[config.mk]
export PLATFORM = sky130hd
export DESIGN_NAME = vcr_regfile
export DESIGN_NICKNAME = d
export VERILOG_FILES = /design/src/rtl/vcr_pkg.sv /design/src/rtl/vcr_edge_sync.sv /design/src/rtl/vcr_regfile.sv
export SDC_FILE = /design/constraint.sdc
export NUM_CORES = 1
export LEC_CHECK = 0
export ABC_CLOCK_PERIOD_IN_PS = 16550
export BUFFER_PORTS_ARGS = -buffer_cell sky130_fd_sc_hd__clkbuf_2
export CORE_AREA = 2 2 120 122
export DETAILED_ROUTE_END_ITERATION = 12
export DIE_AREA = 0 0 122 124
export PLACE_DENSITY_LB_ADDON = 0.25
export SYNTH_ARGS = -nofsm -noshare
export SYNTH_HDL_FRONTEND = slang
export SYNTH_SLANG_ARGS = --single-unit
export TNS_END_PERCENT = 1
[constraint.sdc]
create_clock -name IFCLK -period 16.55 [get_ports IFCLK]
set_input_delay 2.4825 -clock IFCLK [delete_from_list [all_inputs] [get_ports IFCLK]]
set_output_delay 2.4825 -clock IFCLK [all_outputs]
set_load 0.01 [all_outputs]
[src/rtl/vcr_pkg.sv]
// Shared constants for the vendor command/request register endpoint.
// Holds the decoded command addresses, the echo scramble value and the pointer width.
package vcr_pkg;

    localparam int PTR_W = 8;

    localparam logic [7:0] ADDR_STATUS  = 8'h84;
    localparam logic [7:0] ADDR_ECHO    = 8'h88;
    localparam logic [7:0] ADDR_FPGA_ID = 8'h8A;
    localparam logic [7:0] ADDR_RESET   = 8'h8B;
    localparam logic [7:0] ADDR_STROBE  = 8'h90;
    localparam logic [7:0] ADDR_ID_DATA = 8'hA1;
    localparam logic [7:0] ADDR_CFG     = 8'hC0;

    localparam logic [7:0] ECHO_XOR     = 8'h5A;

    // Address of the k-th entry of a block that starts at base.
    function automatic logic [7:0] win_addr(input logic [7:0] base, input int k);
        return base + 8'(k);
    endfunction

endpackage

[src/rtl/vcr_edge_sync.sv]
// Two-flop synchroniser plus rising-edge detector for one asynchronous strobe pin.
// Produces a one-cycle enable; the pin edge becomes an action on the third IFCLK edge.
module vcr_edge_sync (
    input  logic clk_i,
    input  logic rst_i,
    input  logic async_i,
    output logic rise_o
);

    logic [2:0] sync_q;

    // Shift the pin through the synchroniser and a history stage.
    always_ff @(posedge clk_i or posedge rst_i) begin
        if (rst_i) begin
            sync_q <= 3'b000;
        end else begin
            sync_q <= {sync_q[1:0], async_i};
        end
    end

    assign rise_o = sync_q[1] & ~sync_q[2];

endmodule

[src/rtl/vcr_regfile.sv]
// Vendor command/request register endpoint in the IFCLK domain.
// Optional echo buffer at 0x88 is built only when VCR_ECHO_EN is defined.
module vcr_regfile
    import vcr_pkg::*;
#(
    parameter int          N_REGS         = 4,
    parameter int          REG_BYTES      = 2,
    parameter logic [31:0] CFG_INIT       = 32'h0,
    parameter int          N_STROBES      = 4,
    parameter int          N_STATUS       = 6,
    parameter int          RESET_CYCLES   = 16,
    parameter logic [15:0] BITSTREAM_TYPE = 16'h0001,
    parameter int          ECHO_DEPTH     = 4
) (
    input  logic                          IFCLK,
    input  logic                          RESET,
    input  logic                          CS,
    input  logic [7:0]                    vcr_in,
    input  logic                          clk_vcr_addr,
    input  logic                          clk_vcr_data,
    input  logic [2:0]                    FPGA_ID,
    input  logic [8*N_STATUS-1:0]         status_in,
    output logic [7:0]                    vcr_out,
    output logic [8*REG_BYTES*N_REGS-1:0] cfg_out,
    output logic [N_REGS-1:0]             cfg_update,
    output logic [N_STROBES-1:0]          cmd_strobe,
    output logic                          reset_out
);

    localparam int CFG_W = 8 * REG_BYTES;
    localparam int CNT_W = (RESET_CYCLES > 1) ? $clog2(RESET_CYCLES) : 1;

    logic addr_en;
    logic data_en;
    logic addr_fire;
    logic data_fire;

    logic [7:0]                addr_q,    addr_d;
    logic [PTR_W-1:0]          ptr_q,     ptr_d;
    logic [8*N_STATUS-1:0]     snap_q,    snap_d;
    logic [CFG_W-1:0]          shadow_q,  shadow_d;
    logic [CFG_W*N_REGS-1:0]   cfg_q,     cfg_d;
    logic [N_REGS-1:0]         upd_q,     upd_d;
    logic [N_STROBES-1:0]      stb_q,     stb_d;
    logic                      rst_out_q, rst_out_d;
    logic [CNT_W-1:0]          cnt_q,     cnt_d;
    logic [7:0]                echo_rd;

    vcr_edge_sync u_addr_sync (
        .clk_i   (IFCLK),
        .rst_i   (RESET),
        .async_i (clk_vcr_addr),
        .rise_o  (addr_en)
    );

    vcr_edge_sync u_data_sync (
        .clk_i   (IFCLK),
        .rst_i   (RESET),
        .async_i (clk_vcr_data),
        .rise_o  (data_en)
    );

    assign addr_fire = CS & addr_en;
    assign data_fire = CS & data_en & ~addr_en;

    // Decode address/data phases into next-state for all command state.
    always_comb begin
        addr_d    = addr_q;
        ptr_d     = ptr_q;
        snap_d    = snap_q;
        shadow_d  = shadow_q;
        cfg_d     = cfg_q;
        upd_d     = '0;
        stb_d     = '0;
        rst_out_d = rst_out_q;
        cnt_d     = cnt_q;

        if (rst_out_q) begin
            if (cnt_q == '0) begin
                rst_out_d = 1'b0;
            end else begin
                cnt_d = cnt_q - 1'b1;
            end
        end

        if (addr_fire) begin
            addr_d   = vcr_in;
            ptr_d    = '0;
            snap_d   = status_in;
            shadow_d = '0;
            for (int k = 0; k < N_STROBES; k++) begin
                if (vcr_in == win_addr(ADDR_STROBE, k)) begin
                    stb_d[k] = 1'b1;
                end
            end
            if (vcr_in == ADDR_RESET) begin
                rst_out_d = 1'b1;
                cnt_d     = CNT_W'(RESET_CYCLES - 1);
            end
        end else if (data_fire) begin
            if (ptr_q != 8'hFF) begin
                ptr_d = ptr_q + 1'b1;
            end
            for (int k = 0; k < N_REGS; k++) begin
                if (addr_q == win_addr(ADDR_CFG, k)) begin
                    for (int b = 0; b < REG_BYTES; b++) begin
                        if (ptr_q == 8'(b)) begin
                            shadow_d[b*8 +: 8] = vcr_in;
                        end
                    end
                    if (ptr_q == 8'(REG_BYTES - 1)) begin
                        cfg_d[k*CFG_W +: CFG_W] = shadow_d;
                        upd_d[k]                = 1'b1;
                    end
                end
            end
        end
    end

    // Command state registers; RESET also aborts any reset_out pulse.
    always_ff @(posedge IFCLK or posedge RESET) begin
        if (RESET) begin
            addr_q    <= '0;
            ptr_q     <= '0;
            snap_q    <= '0;
            shadow_q  <= '0;
            cfg_q     <= {N_REGS{CFG_INIT[CFG_W-1:0]}};
            upd_q     <= '0;
            stb_q     <= '0;
            rst_out_q <= 1'b0;
            cnt_q     <= '0;
        end else begin
            addr_q    <= addr_d;
            ptr_q     <= ptr_d;
            snap_q    <= snap_d;
            shadow_q  <= shadow_d;
            cfg_q     <= cfg_d;
            upd_q     <= upd_d;
            stb_q     <= stb_d;
            rst_out_q <= rst_out_d;
            cnt_q     <= cnt_d;
        end
    end

`ifdef VCR_ECHO_EN
    localparam int EW = $clog2(ECHO_DEPTH);

    logic [7:0]    echo_q [ECHO_DEPTH];
    logic [EW-1:0] echo_idx;

    assign echo_idx = ptr_q[EW-1:0];

    // Echo buffer: data phases at 0x88 store the byte at ptr modulo depth.
    always_ff @(posedge IFCLK or posedge RESET) begin
        if (RESET) begin
            for (int i = 0; i < ECHO_DEPTH; i++) begin
                echo_q[i] <= 8'h00;
            end
        end else if (data_fire && addr_q == ADDR_ECHO) begin
            echo_q[echo_idx] <= vcr_in;
        end
    end

    assign echo_rd = echo_q[echo_idx] ^ ECHO_XOR;
`else
    assign echo_rd = 8'h00;
`endif

    // Read mux: byte at the current pointer, zero when out of range.
    always_comb begin
        vcr_out = 8'h00;
        if (addr_q == ADDR_STATUS) begin
            for (int i = 0; i < N_STATUS; i++) begin
                if (ptr_q == 8'(i)) begin
                    vcr_out = snap_q[i*8 +: 8];
                end
            end
        end
        for (int k = 0; k < N_REGS; k++) begin
            for (int b = 0; b < REG_BYTES; b++) begin
                if (addr_q == win_addr(ADDR_CFG, k) && ptr_q == 8'(b)) begin
                    vcr_out = cfg_q[(k*REG_BYTES + b)*8 +: 8];
                end
            end
        end
        if (addr_q == ADDR_ID_DATA) begin
            if (ptr_q == 8'd0) begin
                vcr_out = BITSTREAM_TYPE[7:0];
            end else if (ptr_q == 8'd1) begin
                vcr_out = BITSTREAM_TYPE[15:8];
            end
        end
        if (addr_q == ADDR_FPGA_ID) begin
            vcr_out = {5'b00000, FPGA_ID};
        end
        if (addr_q == ADDR_ECHO) begin
            vcr_out = echo_rd;
        end
    end

    assign cfg_out    = cfg_q;
    assign cfg_update = upd_q;
    assign cmd_strobe = stb_q;
    assign reset_out  = rst_out_q;

endmodule
# Word level (Yosys, flattened, before mapping)
# Cells that the tools add are included.
# word_totals
register_bits,163
in_bits,64
output_inout_bits,81
# classes
mux,59
n_addsub,2
bitwise,9
reduce_logical,17
n_eq_ne,19
# op_table
op,n
8-bit 2-to-1 mux,31
16-bit 2-to-1 mux,8
8-bit == test (second input constant),13
4-bit 2-to-1 mux,7
8-bit by 2-bit == test with 1-bit output (second input constant),2
8-bit by 3-bit == test with 1-bit output (second input constant),2
4-bit AND reduction,4
1-bit 2-to-1 mux,13
8-bit by 1-bit adder with 8-bit output (second input constant),1
8-bit by 1-bit == test with 1-bit output (second input constant),1
1-bit logical AND,8
8-bit zero test,1
8-bit inequality test (second input constant),1
1-bit AND,5
4-bit zero test,1
1-bit NOT,4
2-bit nonzero test,2
4-bit by 1-bit subtractor with 4-bit output (second input constant),1
2-bit AND reduction,1

# Logic depth before layout (Yosys ltp)
# depth
word_depth,21
depth_mapped,11
mapped_depth_nobuf,9

# Modules after synthesis
# A second synthesis with hierarchy kept.
# hier_totals
cells_unflattened,921
area_unflattened_um2,8032.7
# modules_own_cells
mod,cells_per_inst,area_each_um2,instances
vcr_regfile,911,7847.5,1
vcr_edge_sync,5,92.6,2

# Worst setup path after synthesis
# Ideal clock, no wire load.
# synth_path
path_kind,input to output
start,input port FPGA_ID[2]
end,output port vcr_out[2]
path_buffers,0
path_stages,4
t_arrival_ps,2947
required_ps,14067
path_slack_ps,11120
cell_sequence,nand2_1 > a22oi_1 > o21ai_0 > a21oi_1
# synth_via
elab_chain_cells,2
# synth_lines
item,line_no,rtl
start: declaration,vcr_regfile.sv:21,"input logic [2:0] FPGA_ID,"
8-bit 2-to-1 mux,vcr_regfile.sv:193,if (addr_q == ADDR_FPGA_ID) begin
8-bit 2-to-1 mux,vcr_regfile.sv:196,if (addr_q == ADDR_ECHO) begin
end: declaration,vcr_regfile.sv:23,"output logic [7:0] vcr_out,"
# Every way passes these cells.

# Worst setup path after layout
# layout_path
start,register ptr_q[0]
end,output port vcr_out[7]
# layout_via
elab_chain_cells,21
word_cells_on_any_way,34
cone_classes,5 x eq/ne; 20 x mux; 9 x reduce/logical
# layout_lines
item,line_no,rtl
start: declaration,vcr_regfile.sv:39,"logic [PTR_W-1:0] ptr_q, ptr_d;"
start signal: assignment,vcr_regfile.sv:134,ptr_q <= ptr_d;
8-bit zero test,"vcr_regfile.sv:174, vcr_regfile.sv:181, vcr_regfile.sv:187",
8-bit 2-to-1 mux (6 in series),vcr_regfile.sv:174,if (ptr_q == 8'(i)) begin
8-bit 2-to-1 mux,vcr_regfile.sv:172,if (addr_q == ADDR_STATUS) begin
8-bit 2-to-1 mux (8 in series),vcr_regfile.sv:181,"if (addr_q == win_addr(ADDR_CFG, k) && ptr_q == 8'(b)) begin"
8-bit 2-to-1 mux,vcr_regfile.sv:189,end else if (ptr_q == 8'd1) begin
8-bit 2-to-1 mux,vcr_regfile.sv:187,if (ptr_q == 8'd0) begin
8-bit 2-to-1 mux *,vcr_regfile.sv:186,if (addr_q == ADDR_ID_DATA) begin
8-bit 2-to-1 mux *,vcr_regfile.sv:193,
8-bit 2-to-1 mux *,vcr_regfile.sv:196,
# Mark *: on every way between the ends. The rest lies on a longest branch, timed or not.

==> results.md <==
- TritonRoute pass-1 iters: 5
- Switching Fraction: a little under a third
- Most common cell after layout, fill and taps aside: nand2_1
- CP Max Fanout: 24
- Pin count of the biggest net entering global routing: 87
- Unrepaired setup endpoints after global routing: false
- Die H: around 120 um
- Diode count: 0
- CP cell instances: inv_1, ha_1, buf_4, nor2b_1, a221oi_1, o32ai_1, o211ai_1, a31oi_1, a221o_1, clkbuf_2
- Status: completed
- Die width: roughly 120 um
- Hold Crit Class: register to register
- Die area: 15100 um^2
- Post-Layout Cell Count: roughly 1200
- Post-Syn Area per Cell: just under 9 um^2
- Number of max-cap violations: 0
- Final nets: around 1100
- Insertion delay to the later sink of the worst-skew pair: around 440 ps
- Cells after Synth: a little under 900
- Final Wtd Congestion: 0.941
- Leak: 4.48 nW
- Post-CTS sizing: 0
- Gr ovfl total: 0
- # hold bufs at CTS: 0
- Worst path required time: about 14000 ps
- Remaining antenna violation count: 0
- DP HPWL: between 15 and 20 mm
- Max IR drop VDD: roughly 0.000086 V
- Post-synth ARST share: 100%
- Sequential Power Share: a little over two fifths
- Worst path max stage delay: roughly 450 ps
- Slew @ Worst Pin: around 1200 ps
- DR iter-0 viols: slightly below 800
- Io pins: about 150
- Area delta synth->final: 17.7%
- Htree depth: 4
- Vias in the first global route: approximately 6500
- Cell Area, Synth: approximately 7700 um^2
- Final min period: between 6000 and 7000 ps
- Setup TNS: 0 ps
- Dominant synthesized flop cell: dfrtp_1
- Post-CTS Setup Bufs: 0
- Tcrit/Tclk final: between 30% and 40%
- Synthesis warning total: 0
- Vias/cell: around 5.8
- Core area: 13700 um^2
- Clk network pwr share: a little under two fifths
- Max Root-Sink Buffers: 2
- Final setup violating endpoints: 0
- Crit. End Element: output pin
- Pins Over Slew Limit: 0
- Placed Area: 8510 um^2
- #FFs+latches synth: 163
- Commonest non-fill, non-tap cells in the layout: 285 x nand2_1, 163 x dfrtp_1, 144 x clkbuf_2
- Drc violations: 0
- Placed cells: between 1000 and 1500
- Type of origin of the critical path: register
- Initial antenna violation count: 0
- PD cells: ~110 nW/um^2
- NetSw: 0.312 mW
- Fin area: 9100 um^2
- Starting Density: 56.3%
- First-pass GRT wire length: about 34 mm
- Logic pwr share: between 10% and 20%
- Dpl ws: approximately 11000 ps
- Final WL: 21.7 mm
- Setup Skew: roughly 9.0 ps
- Post-synth EDFFs: 0
- GRT Util Overall: 30.3%
- Setup WS post-layout: roughly 11000 ps
- Final routed wire length divided by cell count: about 18 um
- Slew headroom: 21.9%
- Syn nets: 952
- Maximum clock rate: 166 MHz
- Cts bufs inserted: 17
- Port bufs: 144
- Clk root buf: clkbuf_16
- Clk sinks: around 160
- Via Count: 6909
- TritonCTS clock tree: done
- Fill count: about 1100
- P_int: around 0.72 mW
- Final Hold Vio Count: 0
- Sequential area share after synthesis: 52.8%
- Synth unique cells: 65
- Worst Path Class, Setup: register to output pin
- Worst-path clk slew: roughly 60 ps
- CP Data Arrival Time: 3530 ps
- Slowest-stage cell, CP: ha_1
- # rows: 43
- Share of layout cells above drive strength 1: about 20%
[metrics by stage]
step	total power, mW	utilization, %	hold slack, ps
floorplan	0.584	-	331
global placement	0.640	62.0	336
detailed placement	0.645	62.0	335
CTS	1.04	66.3	349
global route	1.08	66.3	361
finish	1.03	66.3	347
[critical path, delay by kind of cell, from the launching register on]
family | cells | cell delay [ps]
AO/OA/AOI/OAI | 5 | 1120
adder cells (fa/ha/maj) | 1 | 450
buffers and inverters | 3 | 630
flip-flops | 1 | 440
AND/OR/NAND/NOR | 1 | 450
[routing by layer]
metal / vias up / GRT usage (%) / share of wire, %
li1: 3250 / - / -
met1: 3272 / 42.2 / 43
met2: 345 / 44.9 / 45
met3: 42 / 8.88 / 9.1
met4: 0 / 11.6 / 2.6
met5: - / 0 / 0
[synth_stat cells, drive strengths merged (4+ instances only)]
library cell / n / share of area [%]
nand4: 4 / 0.32
buf: 12 / 0.76
inv: 19 / 0.92
and3: 4 / 0.39
nor3: 5 / 0.32
a211oi: 5 / 0.49
dfrtp: 163 / 53
a31oi: 4 / 0.32
a22oi: 4 / 0.39
a21oi: 39 / 2.5
nand2: 288 / 14
ha: 5 / 0.81
nor2: 42 / 2.1
mux2i: 17 / 2.2
xor2: 4 / 0.45
nor4: 7 / 1.1
and2: 7 / 0.57
nand3: 17 / 1.2
nor3b: 8 / 0.78
o21ai: 104 / 6.7
o211ai: 10 / 0.97
or2: 4 / 0.32
o22ai: 5 / 0.40
clkbuf: 41 / 2.0
o221ai: 6 / 0.68
nor2b: 9 / 0.73
[path summary, 6_finish.rpt]
path	from	end	slack (ps)	cells past startpoint
worst min-delay path	u_addr_sync.sync_q[0]	u_addr_sync.sync_q[1]	350	0
worst max register to register	ptr_q[4]	cfg_out[62]	13150	6
worst max-delay path	ptr_q[0]	vcr_out[7]	10540	10
min in group asynchronous	RESET	snap_q[23]	2170	2
worst min register to register	u_addr_sync.sync_q[0]	u_addr_sync.sync_q[1]	350	0
max in group asynchronous	RESET	shadow_q[6]	12910	3
[state kept, by name (all words and copies together), names as in the netlist]
name / flops
addr_q: 8
cfg_out: 64
cfg_update: 4
cmd_strobe: 4
cnt_q: 4
ptr_q: 8
reset_out: 1
shadow_q: 16
snap_q: 48
u_addr_sync.sync_q: 3
u_data_sync.sync_q: 3
[cells by family (layout without fill, tap and decap cells)]
| family | after synthesis | in the layout | synth area share (%) |
|---|---|---|---|
| xor+xnor | 7 | 7 | 0.793 |
| flops | 163 | 163 | 52.8 |
| mux | 17 | 17 | 2.20 |
| fa+ha+maj | 5 | 5 | 0.809 |
| buf+inv | 72 | 200 | 3.68 |
| compound gates | 205 | 205 | 15.8 |
| simple gates | 414 | 414 | 24.0 |
[power by group through the flow]
stage | Clock (mW) | Sequential (mW) | Combinational (mW)
after CTS | 0.396 | 0.452 | 0.189
after detailed placement | 0 | 0.459 | 0.187
final | 0.392 | 0.452 | 0.190
after global placement | 0 | 0.458 | 0.182
after global routing | 0.413 | 0.456 | 0.211
after floorplan | 0 | 0.451 | 0.134
[layout make-up]
type	count	area, um^2	area share, %
clock buffer	21	460	5.06
timing repair buffer	149	758	8.33
tap	180	225	2.48
clock inverter	11	129	1.42
multi-input combinational	648	3370	37.0
inverter	19	76.3	0.839
sequential	163	4080	44.8
(Power assumes the default switching activity.)
